`config.mk`:
```
export PLATFORM = sky130hd
export DESIGN_NAME = tft_init_sequencer
export DESIGN_NICKNAME = d
export VERILOG_FILES = /design/src/rtl/tft_pkg.sv /design/src/rtl/tft_spi_word_tx.sv /design/src/rtl/tft_init_sequencer.sv
export SDC_FILE = /design/constraint.sdc
export NUM_CORES = 1
export LEC_CHECK = 0
export CAP_MARGIN = 30
export CORE_MARGIN = 2
export CORE_UTILIZATION = 30
export CTS_BUF_LIST = sky130_fd_sc_hd__clkbuf_4
export CTS_CLUSTER_DIAMETER = 150
export CTS_CLUSTER_SIZE = 16
export DETAILED_ROUTE_END_ITERATION = 10
export GPL_ROUTABILITY_DRIVEN = 0
export HOLD_SLACK_MARGIN = 0.15
export SLEW_MARGIN = 20
export SYNTH_ARGS = -nofsm -noshare
export SYNTH_HDL_FRONTEND = slang
export SYNTH_SLANG_ARGS = --single-unit
export TNS_END_PERCENT = 1
```
`constraint.sdc`:
```
create_clock -name clk -period 2.87 [get_ports clk]
set_input_delay 0.574 -clock clk [delete_from_list [all_inputs] [get_ports clk]]
set_output_delay 0.574 -clock clk [all_outputs]
set_load 0.02 [all_outputs]
```
`src/rtl/tft_pkg.sv`:
```
// rtl/tft_pkg.sv - shared types and constants for the TFT init sequencer and SPI word transmitter
package tft_pkg;

    localparam int ROM_ADDR_W = 7;
    localparam int ROM_DATA_W = 17;
    localparam int RS_BIT     = 16;
    localparam int WORD_W     = 16;
    localparam int MS_W       = 16;

    localparam int DEF_ROM_LAST = 89;
    localparam int DEF_DLY0_IDX = 10;
    localparam int DEF_DLY0_MS  = 40;
    localparam int DEF_DLY1_IDX = 20;
    localparam int DEF_DLY1_MS  = 10;
    localparam int DEF_DLY2_IDX = 22;
    localparam int DEF_DLY2_MS  = 50;
    localparam int DEF_DLY3_IDX = 86;
    localparam int DEF_DLY3_MS  = 50;
    localparam int DEF_HWRST_MS = 10;

    typedef enum logic [2:0] {
        IDLE,
        HWRST,
        HWWAIT,
        FETCH,
        SEND,
        DELAY,
        DONE
    } seq_state_t;

    typedef enum logic [2:0] {
        TX_IDLE,
        TX_LEAD,
        TX_HIGH,
        TX_LOW,
        TX_TRAIL,
        TX_GAP
    } tx_state_t;

endpackage

```
`src/rtl/tft_spi_word_tx.sv`:
```
// rtl/tft_spi_word_tx.sv - mode-0 SPI transmitter for one 16-bit word plus RS, MSB first
module tft_spi_word_tx
    import tft_pkg::*;
#(
    parameter int SPI_DIV = 4
) (
    input  logic              clk,
    input  logic              rst,
    input  logic              load,
    input  logic [WORD_W-1:0] word,
    input  logic              rs,
    output logic              sck,
    output logic              mosi,
    output logic              cs_n,
    output logic              rs_out,
    output logic              done
);

    localparam int CW = $clog2(SPI_DIV);

    tx_state_t   st, st_n;
    logic [CW-1:0] cnt;
    logic [3:0]  bitcnt;
    logic [14:0] sh;
    logic        pend;
    logic        half_end;
    logic        can_load;

    assign half_end = (cnt == CW'(SPI_DIV - 1));
    assign can_load = load && ((st == TX_IDLE) || (st == TX_GAP));

    always_ff @(posedge clk or posedge rst) begin
        if (rst) begin
            st <= TX_IDLE;
        end else begin
            st <= st_n;
        end
    end

    // A load arriving during the CS-high gap is held until the gap has elapsed.
    always_comb begin
        st_n = st;
        case (st)
            TX_IDLE:  if (load) st_n = TX_LEAD;
            TX_LEAD:  if (half_end) st_n = TX_HIGH;
            TX_HIGH:  if (half_end) st_n = (bitcnt == 4'd15) ? TX_TRAIL : TX_LOW;
            TX_LOW:   if (half_end) st_n = TX_HIGH;
            TX_TRAIL: if (half_end) st_n = TX_GAP;
            TX_GAP:   if (half_end) st_n = (pend || load) ? TX_LEAD : TX_IDLE;
            default:  st_n = TX_IDLE;
        endcase
    end

    always_ff @(posedge clk or posedge rst) begin
        if (rst) begin
            cnt    <= '0;
            bitcnt <= '0;
            sh     <= '0;
            pend   <= 1'b0;
            sck    <= 1'b0;
            mosi   <= 1'b0;
            cs_n   <= 1'b1;
            rs_out <= 1'b0;
            done   <= 1'b0;
        end else begin
            done <= (st == TX_GAP) && (cnt == '0);

            if ((st_n != st) || (st == TX_IDLE)) begin
                cnt <= '0;
            end else begin
                cnt <= cnt + 1'b1;
            end

            if (can_load) begin
                sh     <= word[14:0];
                mosi   <= word[15];
                rs_out <= rs;
            end

            if (st_n == TX_LEAD) begin
                pend <= 1'b0;
            end else if (load && (st == TX_GAP)) begin
                pend <= 1'b1;
            end

            if (st_n == TX_LEAD) begin
                cs_n   <= 1'b0;
                bitcnt <= '0;
            end

            if (((st == TX_LEAD) || (st == TX_LOW)) && half_end) begin
                sck <= 1'b1;
            end

            // Next bit is presented on the same edge that drops SCK.
            if ((st == TX_HIGH) && half_end) begin
                sck <= 1'b0;
                if (bitcnt != 4'd15) begin
                    mosi   <= sh[14];
                    sh     <= {sh[13:0], 1'b0};
                    bitcnt <= bitcnt + 4'd1;
                end
            end

            if ((st == TX_TRAIL) && half_end) begin
                cs_n <= 1'b1;
            end
        end
    end

endmodule

```
`src/rtl/tft_init_sequencer.sv`:
```
// rtl/tft_init_sequencer.sv - TFT init ROM walker with ms delays; optional panel reset via TFT_HW_RESET_EN
module tft_init_sequencer
    import tft_pkg::*;
#(
    parameter int CYCLES_PER_MS = 100000,
    parameter int SPI_DIV       = 4,
    parameter int ROM_LAST      = DEF_ROM_LAST,
    parameter int DLY0_IDX      = DEF_DLY0_IDX,
    parameter int DLY0_MS       = DEF_DLY0_MS,
    parameter int DLY1_IDX      = DEF_DLY1_IDX,
    parameter int DLY1_MS       = DEF_DLY1_MS,
    parameter int DLY2_IDX      = DEF_DLY2_IDX,
    parameter int DLY2_MS       = DEF_DLY2_MS,
    parameter int DLY3_IDX      = DEF_DLY3_IDX,
    parameter int DLY3_MS       = DEF_DLY3_MS,
    parameter int HWRST_MS      = DEF_HWRST_MS
) (
    input  logic                  clk,
    input  logic                  rst,
    input  logic                  start,
    output logic [ROM_ADDR_W-1:0] rom_addr,
    input  logic [ROM_DATA_W-1:0] rom_data,
    output logic                  spi_sck,
    output logic                  spi_mosi,
    output logic                  spi_cs_n,
    output logic                  spi_rs,
    output logic                  tft_rst_n,
    output logic                  busy,
    output logic                  done
);

    localparam int PW = $clog2(CYCLES_PER_MS + 1);

    seq_state_t      state, state_n;
    logic [MS_W-1:0] ms_cnt, ms_val, dly_ms;
    logic [PW-1:0]   pre_cnt;
    logic            pre_init, ms_load, addr_clr, addr_inc;
    logic            tx_load, tx_done, dly_hit;
    logic            is_last, ms_tick, ms_expire, counting;

    assign is_last   = (rom_addr == ROM_ADDR_W'(ROM_LAST));
    assign ms_tick   = (pre_cnt == PW'(CYCLES_PER_MS - 1));
    assign ms_expire = (ms_cnt == '0) || (ms_tick && (ms_cnt == MS_W'(1)));
    assign counting  = (state == DELAY) || (state == HWRST) || (state == HWWAIT);
    assign busy      = (state != IDLE) && (state != DONE);
    assign done      = (state == DONE);

    always_comb begin
        dly_hit = 1'b1;
        dly_ms  = '0;
        if (rom_addr == ROM_ADDR_W'(DLY0_IDX))      dly_ms = MS_W'(DLY0_MS);
        else if (rom_addr == ROM_ADDR_W'(DLY1_IDX)) dly_ms = MS_W'(DLY1_MS);
        else if (rom_addr == ROM_ADDR_W'(DLY2_IDX)) dly_ms = MS_W'(DLY2_MS);
        else if (rom_addr == ROM_ADDR_W'(DLY3_IDX)) dly_ms = MS_W'(DLY3_MS);
        else                                        dly_hit = 1'b0;
    end

    always_ff @(posedge clk or posedge rst) begin
        if (rst) begin
            state <= IDLE;
        end else begin
            state <= state_n;
        end
    end

    always_comb begin
        state_n  = state;
        tx_load  = 1'b0;
        addr_clr = 1'b0;
        addr_inc = 1'b0;
        ms_load  = 1'b0;
        ms_val   = dly_ms;
        pre_init = 1'b0;
        case (state)
            IDLE, DONE: begin
                if (start) begin
                    addr_clr = 1'b1;
                    ms_load  = 1'b1;
                    ms_val   = MS_W'(HWRST_MS);
`ifdef TFT_HW_RESET_EN
                    state_n  = HWRST;
`else
                    state_n  = FETCH;
`endif
                end
            end
`ifdef TFT_HW_RESET_EN
            HWRST: begin
                if (ms_expire) begin
                    ms_load = 1'b1;
                    ms_val  = MS_W'(HWRST_MS);
                    state_n = HWWAIT;
                end
            end
            HWWAIT: if (ms_expire) state_n = FETCH;
`endif
            FETCH: begin
                tx_load = 1'b1;
                state_n = SEND;
            end
            // The cycle that sees tx_done counts as the first delay cycle.
            SEND: begin
                if (tx_done) begin
                    if (dly_hit) begin
                        ms_load  = 1'b1;
                        pre_init = 1'b1;
                        state_n  = DELAY;
                    end else if (is_last) begin
                        state_n = DONE;
                    end else begin
                        addr_inc = 1'b1;
                        state_n  = FETCH;
                    end
                end
            end
            DELAY: begin
                if (ms_expire) begin
                    if (is_last) begin
                        state_n = DONE;
                    end else begin
                        addr_inc = 1'b1;
                        state_n  = FETCH;
                    end
                end
            end
            default: state_n = IDLE;
        endcase
    end

    always_ff @(posedge clk or posedge rst) begin
        if (rst) begin
            rom_addr <= ROM_ADDR_W'(1);
            ms_cnt   <= '0;
            pre_cnt  <= '0;
        end else begin
            if (addr_clr) begin
                rom_addr <= ROM_ADDR_W'(1);
            end else if (addr_inc) begin
                rom_addr <= rom_addr + 1'b1;
            end

            if (ms_load) begin
                ms_cnt  <= ms_val;
                pre_cnt <= PW'(pre_init);
            end else if (counting) begin
                if (ms_tick) begin
                    pre_cnt <= '0;
                    if (ms_cnt != '0) ms_cnt <= ms_cnt - 1'b1;
                end else begin
                    pre_cnt <= pre_cnt + 1'b1;
                end
            end
        end
    end

`ifdef TFT_HW_RESET_EN
    always_ff @(posedge clk or posedge rst) begin
        if (rst) begin
            tft_rst_n <= 1'b1;
        end else begin
            tft_rst_n <= (state_n != HWRST);
        end
    end
`else
    assign tft_rst_n = 1'b1;
`endif

    // ROM data goes straight into the transmitter's shift/RS registers during FETCH.
    tft_spi_word_tx #(
        .SPI_DIV (SPI_DIV)
    ) u_tx (
        .clk    (clk),
        .rst    (rst),
        .load   (tx_load),
        .word   (rom_data[WORD_W-1:0]),
        .rs     (rom_data[RS_BIT]),
        .sck    (spi_sck),
        .mosi   (spi_mosi),
        .cs_n   (spi_cs_n),
        .rs_out (spi_rs),
        .done   (tx_done)
    );

endmodule

```
After elaboration in Yosys (flattened, before gate mapping)
Index checks and enable logic that the tools add are counted.
- register bits after elaboration: 73
- output and inout bits: 14
- equality and inequality tests: 27
- reductions and logical operators: 32
- muxes and demuxes: 61
- add/subtract/negate cells: 5
- operators with widths (operator ; number):
    16-bit 2-to-1 mux ; 6
    17-bit 2-to-1 mux ; 3
    15-bit 2-to-1 mux ; 3
    3-bit 2-to-1 mux ; 11
    1-bit 2-to-1 mux ; 24
    6-bit 2-to-1 mux ; 4
    17-bit by 1-bit adder with 17-bit output, second input constant ; 1
    17-bit == test, second input constant ; 1
    16-bit by 1-bit == test with 1-bit output, second input constant ; 1
    16-bit zero test ; 1
    16-bit nonzero test ; 1
    16-bit by 1-bit subtractor with 16-bit output, second input constant ; 1
    3-bit == test, second input constant ; 5
    3-bit one-hot mux with 5 select lines ; 1
    7-bit by 5-bit == test with 1-bit output, second input constant ; 2
    7-bit == test, second input constant ; 2
    7-bit 2-to-1 mux ; 2
    2-bit nonzero test ; 7
    3-bit by 2-bit == test with 1-bit output, second input constant ; 4
    4-bit 2-to-1 mux ; 3
    3-bit one-hot mux with 4 select lines ; 1
    3-bit by 1-bit == test with 1-bit output, second input constant ; 3
    1-bit logical AND ; 8
    7-bit by 1-bit adder with 7-bit output, second input constant ; 1
    other kinds (18) ; 29

Longest topological paths before layout
Gate-level depths: netlist of the first run.
- depth in word-level cells: 10
- gate-level depth with buffers: 9

Cells and area by module
A second synthesis of the first run with hierarchy kept.
- cells, all modules: 454
- area, all modules: 4285.4 um2
- modules (own cells, without submodules) (module ; cells an instance ; seq. area each (um2) ; times used ; area each (um2)):
    tft_init_sequencer ; 303 ; 1077.3 ; 1 ; 2720.1
    tft_spi_word_tx ; 151 ; 752.0 ; 1 ; 1565.3

Least setup slack after synthesis of the first run
No wires, ideal clock.
- path kind: flip-flop to flip-flop
- from: register ms_cnt[8]
- to: register ms_cnt[4]
- period minus slack after synthesis: 2.714 ns
- setup time: 0.119 ns
- data arrival time: 2.595 ns
- buffers on the path: 1
- slack: 0.156 ns
- required time: 2.751 ns
- stages on the path, launching flop included: 8
- cell sequence: dfrtp_1 or4_4 or4_4 or4b_4 a211oi_2 buf_4 a21oi_1 o21a_1
- word-level cells in the longest chain between the ends: 3
- RTL lines (element ; RTL line ; text):
    start: declaration ; tft_init_sequencer.sv:35 ; logic [MS_W-1:0] ms_cnt, ms_val, dly_ms;
    start signal: assignment ; tft_init_sequencer.sv:143 ; ms_cnt <= ms_val;
    start signal: assignment ; tft_init_sequencer.sv:148 ; if (ms_cnt != '0) ms_cnt <= ms_cnt - 1'b1;
    16-bit nonzero test ; tft_init_sequencer.sv:148 ;
    2-bit nonzero test (no line) ; - ;
    3-bit AND reduction (no line) ; - ;
Every way passes these cells.
A chain may end at the register's enable or synchronous reset.

Worst setup path after layout of the first run
- from: register ms_cnt[9]
- to: register rom_addr[4]
- word-level cells in the longest chain between the ends: 6
- RTL lines (element ; RTL line ; text):
    16-bit by 1-bit == test with 1-bit output ; tft_init_sequencer.sv:43 ; assign ms_expire = (ms_cnt == '0) || (ms_tick && (ms_cnt == MS_W'(1)));
    1-bit logical AND ; tft_init_sequencer.sv:43 ;
    1-bit logical OR * ; tft_init_sequencer.sv:43 ;
    1-bit 2-to-1 mux * ; tft_init_sequencer.sv:117 ; if (ms_expire) begin
    1-bit one-hot mux with 2 select lines * ; tft_init_sequencer.sv:74 ; case (state)
    2-bit nonzero test (no line) * ; - ;
    end signal: assignment ; tft_init_sequencer.sv:139 ; rom_addr <= rom_addr + 1'b1;
    end: declaration ; tft_init_sequencer.sv:21 ; output logic [ROM_ADDR_W-1:0] rom_addr,
Mark *: on every way between the ends. The rest lies on a longest branch, timed or not.

==> results of run 1 <==
## flip-flops by register name, indices dropped and copies added, names as in the netlist, 2 cells and up
name	count
pre_cnt	17
u_tx.cnt	2
rom_addr	7
u_tx.st	3
u_tx.sh	15
ms_cnt	16
u_tx.bitcnt	4
state	3
## routing by layer
metal | global-route usage [%] | vias to the layer above | share of wire, %
met4 | 4.17 | 0 | 0.91
met1 | 17.5 | 1745 | 48
met5 | 0 | - | 0
met2 | 22.2 | 42 | 48
met3 | 3.02 | 7 | 2.6
li1 | - | 1732 | -
## power groups by stage
| stage | registers, mW | clock network (mW) | logic, mW |
|---|---|---|---|
| 2_1_floorplan | 1.51 | 0 | 1.09 |
| 3_3_place_gp | 1.56 | 0 | 1.44 |
| 3_5_place_dp | 1.58 | 0 | 1.47 |
| 4_1_cts | 1.56 | 0.649 | 1.47 |
| 5_1_grt | 1.61 | 0.690 | 1.64 |
| 6_report | 1.57 | 0.623 | 1.46 |
## logic make-up (layout without fill, tap and decap cells)
kind of cell             count (synthesis)  in the layout  synth area share (%)
AO/OA/AOI/OAI                          108            108                  16.5
other                                    1              1                0.0893
flip-flops                              73             73                  43.5
AND/OR/NAND/NOR                        183            183                  23.2
adder cells (fa/ha/maj)                 11             11                  3.28
XOR/XNOR                                14             14                  2.92
multiplexers                            29             29                  7.00
buffers and inverters                   33             85                  3.51
## Yosys cell counts (3+ instances only)
master / number / area (um^2)
mux2i_1: 26 / 260
clkbuf_1: 13 / 48.8
nand2b_1: 7 / 43.8
o21ai_0: 34 / 170
a31oi_1: 12 / 75.1
and2_1: 3 / 18.8
dfrtp_1: 71 / 1780
and3_1: 3 / 18.8
nand3b_1: 3 / 22.5
nor3_1: 14 / 70.1
nand2_1: 56 / 210
or3_1: 7 / 43.8
mux2_2: 3 / 33.8
a311oi_1: 3 / 26.3
ha_1: 11 / 138
nor2b_1: 5 / 31.3
xor2_1: 3 / 26.3
inv_1: 14 / 52.6
o31ai_1: 8 / 60.1
nand3_1: 9 / 45.0
a21oi_1: 26 / 130
nand4_1: 6 / 37.5
nor2_1: 33 / 124
or4b_2: 3 / 30.0
xnor2_1: 11 / 96.3
or2_2: 5 / 31.3
or4_1: 6 / 45.0
or4_2: 3 / 26.3
nor4_1: 6 / 37.5
## layout make-up
cell class,instances,area (um^2)
Inverter,14,52.6
Clock buffer,9,67.6
Clock inverter,7,61.3
Sequential cell,73,1830
Tap cell,180,225
Multi-Input combinational cell,346,2240
Fill cell,1466,8770
Timing Repair Buffer,55,524
## how the worst max path moves through the flow
stage	startpoint	end	slack [ns]	cells past startpoint
detailed placement	rom_addr[3]	ms_cnt[13]	0.11	7
floorplan	ms_cnt[8]	ms_cnt[4]	0.16	7
global route	rom_addr[1]	ms_cnt[9]	0.03	8
global placement	rom_addr[1]	ms_cnt[13]	0.11	8
CTS	rom_addr[1]	ms_cnt[13]	0.09	8
finish	ms_cnt[9]	rom_addr[4]	0.14	7
## repair_timing
action,in CTS,in global routing
resized for setup,0,6
endpoints found under the setup margin,0,6
setup buffers,0,1
==> results.sh, run 1 <==
export IMPL_status="finished, final reports clean"
export IMPL_synth_seq_cells=73
export IMPL_endpoint_kind="flip-flop"
export IMPL_grt_first_pass_wirelength_mm=16.4
export IMPL_max_slew_margin_pct=56.0
export IMPL_grt_overflow_total=0
export IMPL_synth_cell_types=67
export IMPL_clockBufferDepth=2
export IMPL_synth_area_um2=4200
export IMPL_numCtsBuffers=9
export IMPL_syn2layout_area_growth_pct=19.1
export IMPL_clock_root_buffer="clkbuf_4"
export IMPL_final_util_pct=36.3
export IMPL_hp_start="u_tx.cnt[0]"
export IMPL_synth_nets=483
export IMPL_final_common_cell="dfrtp_1"
export IMPL_setup_viol=0
export IMPL_die_y_um=122
export IMPL_cts_hold_buf=0
export IMPL_finalHoldWorstSlack_ns=0.476
export IMPL_rr_worst_depth=7
export IMPL_post_route_period_util_pct=95.0
export IMPL_holdPathStages=1
export IMPL_async_reset_ff_share_pct=100
export IMPL_path_buf_inv=1
export IMPL_critPathLaunchType="flip-flop"
export IMPL_rsz0062_at_grt="no"
export IMPL_post_drt_wl_per_cell_um=13.5
export IMPL_setup_tns_ns=0
export IMPL_drtIter0Drc=143
export IMPL_ys_warn_count=0
export IMPL_clkPwrFrac_pct=17.1
export IMPL_worst_slew_pin_slew_ns=0.655
export IMPL_power_frac_seq_pct=42.9
export IMPL_swShare_pct=40.0
export IMPL_clock_fmax_mhz=367
export IMPL_wl_mm=9.24
export IMPL_seq_area_frac_synth_pct=43.5
export IMPL_crit_path_max_fanout=8
export IMPL_grt_util_all_layers_pct=13.4
export IMPL_finClkSkew_ns=0.0151
export IMPL_htreeDepth=3
export IMPL_coreArea_um2=13800
export IMPL_ir_drop_mv=0.422
export IMPL_powerDensity_nw_per_um2=729
export IMPL_period_minus_slack_ns=2.73
export IMPL_r2r_end="rom_addr[4]"
export IMPL_fin_cells=684
export IMPL_final_setup_worst_slack_ns=0.144
export IMPL_finalInstanceArea_um2=5000
export IMPL_viasPerCell=5.15
export IMPL_hold_end="u_tx.cnt[0]"
export IMPL_critPathKind="flip-flop to flip-flop"
export IMPL_synth_edf_count=0
export IMPL_required_ns=3.19
export IMPL_rows=43
export IMPL_p_comb_share_pct=40.0
export IMPL_dp_hpwl_mm=6.78
export IMPL_crit_top_cell="or4_4"
export IMPL_r2r_start="ms_cnt[9]"
export IMPL_grt_max_degree=35
export IMPL_drt_pass1_iter_count=4
export IMPL_critPathArrivalTime_ns=3.04
export IMPL_power_total_mw=3.65
export IMPL_clkTransAtPathRegs_ns=0.12
export IMPL_clk_latency_ns=0.43
export IMPL_syn_inst=452
export IMPL_power_leakage_nw=2.12
export IMPL_syn_area_per_cell_um2=9.30
export IMPL_die_width_um=122
export IMPL_dp_slack_ns=0.110
export IMPL_fin_nets=530
export IMPL_initial_utilization_pct=30.5
export IMPL_place_inst=667
export IMPL_drive_gt1_share_pct=14.1
export IMPL_drc=0
export IMPL_vias=3526
export IMPL_placed_area_um2=4850
export IMPL_ios=34
export IMPL_p_sw_mw=1.46
export IMPL_hold_viol=0
export IMPL_cts_sinks=73
export IMPL_slew_viol_final=0
export IMPL_cts_tree="built"
export IMPL_final_cell_mix="68 x dfrtp_1, 56 x nand2_1, 34 x o21ai_0"
export IMPL_internal_power_mw=2.19
export IMPL_antenna_found_initial=0
export IMPL_io_buffers=32
export IMPL_cap_violations=0
export IMPL_hp_class="flip-flop to flip-flop"
export IMPL_grt_pass1_vias=3481
export IMPL_slowest_delay_ns=0.56
export IMPL_r2r_setup_slack_ns=0.14
export IMPL_worstPathCellList="or4_4 -> or4_4 -> or3_4 -> o41ai_4 -> buf_4 -> nand4_1 -> mux2i_1"
export IMPL_antenna_cells=0
export IMPL_final_antenna_net_count=0
export IMPL_die_area_um2=15000
export IMPL_cp_top_family="simple AND/OR/NAND/NOR gates"
export IMPL_ys_flop_type="dfrtp_1"
export IMPL_slowest_stage="or4_4"
No activity file was read; power rests on OpenSTA's default activity.
==> run 2: changes to the inputs <==
CORE_UTILIZATION = 55   (was 30)
PLACE_DENSITY = 0.79   (was unset)
SLEW_MARGIN = 30   (was 20)
==> run 2 against run 1 <==
Register-to-register slack worse by 0.04 ns. Total power increased by 7.1%. Critical path depth stayed put. Clock-buffer cell count unchanged. First-iteration DRC count fell by 9.8%. Non-clock buffer count is 3 lower.
==> results.sh, run 2 (synthesis results as in run 1) <==
export IMPL_top_register="pre_cnt"
export IMPL_critPathArrivalTime_ns=3.08
export IMPL_crit_top_cell="or4_4"
export IMPL_die_width_um=91.4
export IMPL_grt_max_degree=74
export IMPL_drtIter0Drc=129
export IMPL_hp_class="flip-flop to flip-flop"
export IMPL_grt_pass1_vias=3614
export IMPL_largest_reg_flops=17
export IMPL_viasPerCell=5.91
export IMPL_die_y_um=91.4
export IMPL_grt_overflow_total=0
export IMPL_place_inst=583
export IMPL_dp_hpwl_mm=6.43
export IMPL_numCtsBuffers=9
export IMPL_crit_path_max_fanout=7
export IMPL_post_route_period_util_pct=96.3
export IMPL_initial_utilization_pct=57.3
export IMPL_htreeDepth=3
export IMPL_finalInstanceArea_um2=4960
export IMPL_critPathKind="flip-flop to flip-flop"
export IMPL_ios=34
export IMPL_io_buffers=32
export IMPL_slowest_delay_ns=0.58
export IMPL_fin_cells=600
export IMPL_hold_viol=0
export IMPL_rsz0062_at_grt="no"
export IMPL_status="finished, final reports clean"
export IMPL_met2_usage_pct=41.1
export IMPL_setup_viol=0
export IMPL_final_setup_worst_slack_ns=0.105
export IMPL_power_leakage_nw=2.14
export IMPL_grt_busiest_layer="met2"
export IMPL_slew_viol_final=0
export IMPL_cts_sinks=73
export IMPL_slowest_stage="or4_4"
export IMPL_final_antenna_net_count=0
export IMPL_max_slew_margin_pct=52.2
export IMPL_grt_util_all_layers_pct=23.4
export IMPL_clockBufferDepth=2
export IMPL_use_met1_pct=28.5
export IMPL_cap_violations=0
export IMPL_coreArea_um2=7330
export IMPL_required_ns=3.18
export IMPL_post_drt_wl_per_cell_um=15.0
export IMPL_clock_fmax_mhz=362
export IMPL_worst_slew_pin_slew_ns=0.711
export IMPL_die_area_um2=8350
export IMPL_worstPathCellList="or4_4 -> or4_4 -> or4b_4 -> a211oi_4 -> buf_6 -> a21oi_1 -> a2bb2oi_1"
export IMPL_grt_use_met3_pct=3.57
export IMPL_clkTransAtPathRegs_ns=0.14
export IMPL_period_minus_slack_ns=2.76
export IMPL_largest_registers="pre_cnt x17, ms_cnt x16, u_tx.sh x15"
export IMPL_drc=0
export IMPL_placed_area_um2=4720
export IMPL_final_common_cell="dfrtp_1"
export IMPL_critPathLaunchType="flip-flop"
export IMPL_drt_pass1_iter_count=4
export IMPL_drive_gt1_share_pct=14.6
export IMPL_setup_tns_ns=0
export IMPL_antenna_found_initial=0
export IMPL_syn2layout_area_growth_pct=18.0
export IMPL_clk_latency_ns=0.44
export IMPL_clock_root_buffer="clkbuf_4"
export IMPL_finClkSkew_ns=0.0212
export IMPL_antenna_cells=0
export IMPL_endpoint_kind="flip-flop"
export IMPL_wl_mm=9.01
export IMPL_vias=3547
export IMPL_powerDensity_nw_per_um2=789
export IMPL_final_cell_mix="70 x dfrtp_1, 55 x nand2_1, 34 x o21ai_0"
export IMPL_ir_drop_mv=0.498
export IMPL_cts_hold_buf=0
export IMPL_dp_slack_ns=0.0510
export IMPL_rows=31
export IMPL_fin_nets=527
export IMPL_r2r_setup_slack_ns=0.11
export IMPL_grt_first_pass_wirelength_mm=16.0
export IMPL_cts_tree="built"
[run 2: worst paths after layout]
kind | from | to | cells after the start
min | u_tx.cnt[0] | u_tx.cnt[0] | 1
max in group asynchronous | rst | state[1] | 3
min in group asynchronous | rst | u_tx.mosi | 3
min reg2reg | u_tx.cnt[0] | u_tx.cnt[0] | 1
max | ms_cnt[11] | ms_cnt[5] | 7
max reg2reg | ms_cnt[11] | ms_cnt[5] | 7
[run 2: worst max-delay path, delay by kind of cell (launching register included)]
| family | cells | cell delay [ns] |
|---|---|---|
| AOI/OAI and AO/OA | 3 | 0.47 |
| and+or+nand+nor | 3 | 1.59 |
| DFF | 1 | 0.42 |
| buffers and inverters | 1 | 0.17 |
[run 2: final cells by class]
cell class,count,area (um^2)
multi-input combinational,346,2260
timing repair buffer,52,497
inverter,14,52.6
clock inverter,7,125
fill,565,2370
tap,99,124
clock buffer,9,67.6
sequential,73,1830
[run 2: report_power, final]
part           internal (mW)  switching (mW)  leakage (nW)
clock                  0.451           0.404         0.102
sequential              1.29           0.275         0.934
combinational          0.666           0.824          1.10
[run 2: repair_timing]
| item | 4_1_cts | 5_1_grt |
|---|---|---|
| setup buffers | 0 | 1 |
| endpoints found under the setup margin | 0 | 14 |
| resized for setup | 0 | 10 |
[run 2: per-stage QoR]
step	hold WS [ns]	utilization, %	power, mW
global placement	0.443	64.3	2.98
CTS	0.483	67.0	3.90
finish	0.478	67.6	3.91
detailed placement	0.468	64.3	3.04
global route	0.507	67.6	4.18
floorplan	0.432	-	2.59
[run 2: per-layer routing]
metal / wire length (um) / up-vias
li1: - / 1722
met1: 3940 / 1726
met2: 4530 / 80
met3: 350 / 19
met4: 182 / 0
met5: 0 / -
==> run 3: changes to the inputs <==
CTS_CLUSTER_SIZE = 28   (was 16)
==> results of run 3 <==
Same layout as run 2: the final DEF is identical, and so are final timing and power.
==> variant, RTL diff (flow settings as in run 2) <==
Register the output `spi_cs_n`, without a reset; this adds one clock of latency there. The other outputs are not delayed to match.
--- a/src/rtl/tft_init_sequencer.sv
+++ b/src/rtl/tft_init_sequencer.sv
@@ -31,4 +31,6 @@
 
     localparam int PW = $clog2(CYCLES_PER_MS + 1);
+
+    logic spi_cs_n_d;
 
     seq_state_t      state, state_n;
@@ -177,9 +179,13 @@
         .sck    (spi_sck),
         .mosi   (spi_mosi),
-        .cs_n   (spi_cs_n),
+        .cs_n   (spi_cs_n_d),
         .rs_out (spi_rs),
         .done   (tx_done)
     );
 
+    always_ff @(posedge clk) begin
+        spi_cs_n <= spi_cs_n_d;
+    end
+
 endmodule
 
Formal check against the unedited RTL: not equivalent (a bounded check fails within 4 cycles, from zero or initial values and one cycle with rst high).
==> variant against run 2 <==
  * Combinational power is 21% lower
  * Sequential share of layout area rose by 1.9 points
  * Hold slack worse by 0.043 ns
  * Cell area decreased by 4.0%
  * Sequential cell count is 1 higher
  * Count of clock-buffer cells in the layout rose by 1
  * Wire length shrank 2.9%
  * Cell count is 1.8% lower
  * Area after synthesis down 1.5%
  * Setup slack gained 0.043 ns
  * Total power shrank 15%
  * Largest power group unchanged
==> variant: results (changes against run 2) <==
The insertion delay of the later-clocked pin in the worst-skew pair was 0.42 ns (was 0.44 ns); the share of synthesized registers carrying an async set or reset was 98.6% (was 100%). The terminus of the critical flop-to-flop path is rom_addr[5] (was ms_cnt[5]). Number of distinct library cells after synthesis: 59 (was 67). The worst hold path endpoint is spi_cs_n (was u_tx.cnt[0]). Wire length the detailed router placed on met1: 4130 um (was 3940 um).

The share of cell area taken by muxes after synthesis is 5.38% (was 7.00%), and the final net count is 516 (was 527). The worst slack at placement was 0.0993 ns (was 0.0510 ns); the number of cells traversed by the worst hold path was 0 (was 1). Setup slack after layout: 0.149 ns (was 0.105 ns). The capturing instance or port of the critical path was busy (was ms_cnt[5]). The worst stage delay on the critical path is 0.56 ns (was 0.58 ns). Cell types with the highest counts after synthesis: sky130_fd_sc_hd__dfrtp_1, sky130_fd_sc_hd__nor2_1, sky130_fd_sc_hd__a21oi_1 (was sky130_fd_sc_hd__dfrtp_1, sky130_fd_sc_hd__nand2_1, sky130_fd_sc_hd__o21ai_0). The tools report the launch instance of the worst register-to-register path as ms_cnt[5] (was ms_cnt[11]).

The logs give 29.8% (was 28.5%) for the met1 usage and 44.7% (was 43.5%) for the share of the yosys chip area belonging to registers. The run finished with clean final reports. Data arrival at the endpoint of the critical path: 2.15 ns (was 3.08 ns). The worst reg-to-reg path cell count was 5 (was 7); the worst clock skew was 0.0222 ns (was 0.0212 ns).

The first-pass GRT wire length is 15000 um (was 16000 um). Routed wire length on met2: 4230 um (was 4530 um). The actual slew at the worst max-slew pin was 0.694 ns (was 0.711 ns).

The highest-delay cell along the critical path is sky130_fd_sc_hd__clkdlybuf4s50_1 (was sky130_fd_sc_hd__or4_4). For the worst hold slack across all endpoints, the log shows 0.434 ns (was 0.478 ns). The total number of vias is 3454 (was 3547). Launch point of the worst path: state[2] (was ms_cnt[11]). The run gives 0.23 ns (was 0.11 ns) as the setup slack of the most critical reg-to-reg path.

The logs give 246 (was 129) for the violation count after the first detailed-routing iteration and 3.17% (was 3.57%) for the routing usage on met3. Proportion of layout cells with a drive suffix above 1: 8.57% (was 14.6%). The pin count of the biggest net entering global routing came out at 36 (was 74). The tools report the met3 wirelength from detailed routing as 253 um (was 350 um).
## variant: cell count changes in the layout (fill, tap and decap cells not counted), sizes merged, moves of 5 or more
cell / delta
nand2: -27
a21oi: +16
nor2: +14
or2: -5
and3: +5
xnor2: -8
o21ai: -12
xor2: +8
a31oi: -8
buf: -5
nand4: +7
or3: +7
mux2i: -6
## variant: area by class of cell
cell class | count | area (sq um)
multi-input cells | 338 | 2140
clock inverters | 6 | 66.3
clock buffers | 10 | 75.1
well taps | 99 | 124
flip-flops and latches | 74 | 1850
inverters | 15 | 56.3
fillers | 597 | 2490
repair buffers | 47 | 445
## variant: through the flow
stage	instances	total power, uW	utilization, %	area [sq um]
after floorplan	451	2310	-	4140
after global placement	573	2640	63.6	4610
after detailed placement	573	2690	63.6	4610
after CTS	589	3360	65.6	4760
after global routing	589	3570	65.6	4760
final	589	3340	65.6	4760
## variant: power by group
part           internal, uW  total [uW]  switching, uW
sequential             1270        1500            231
combinational           528        1180            652
clock                   277         661            385
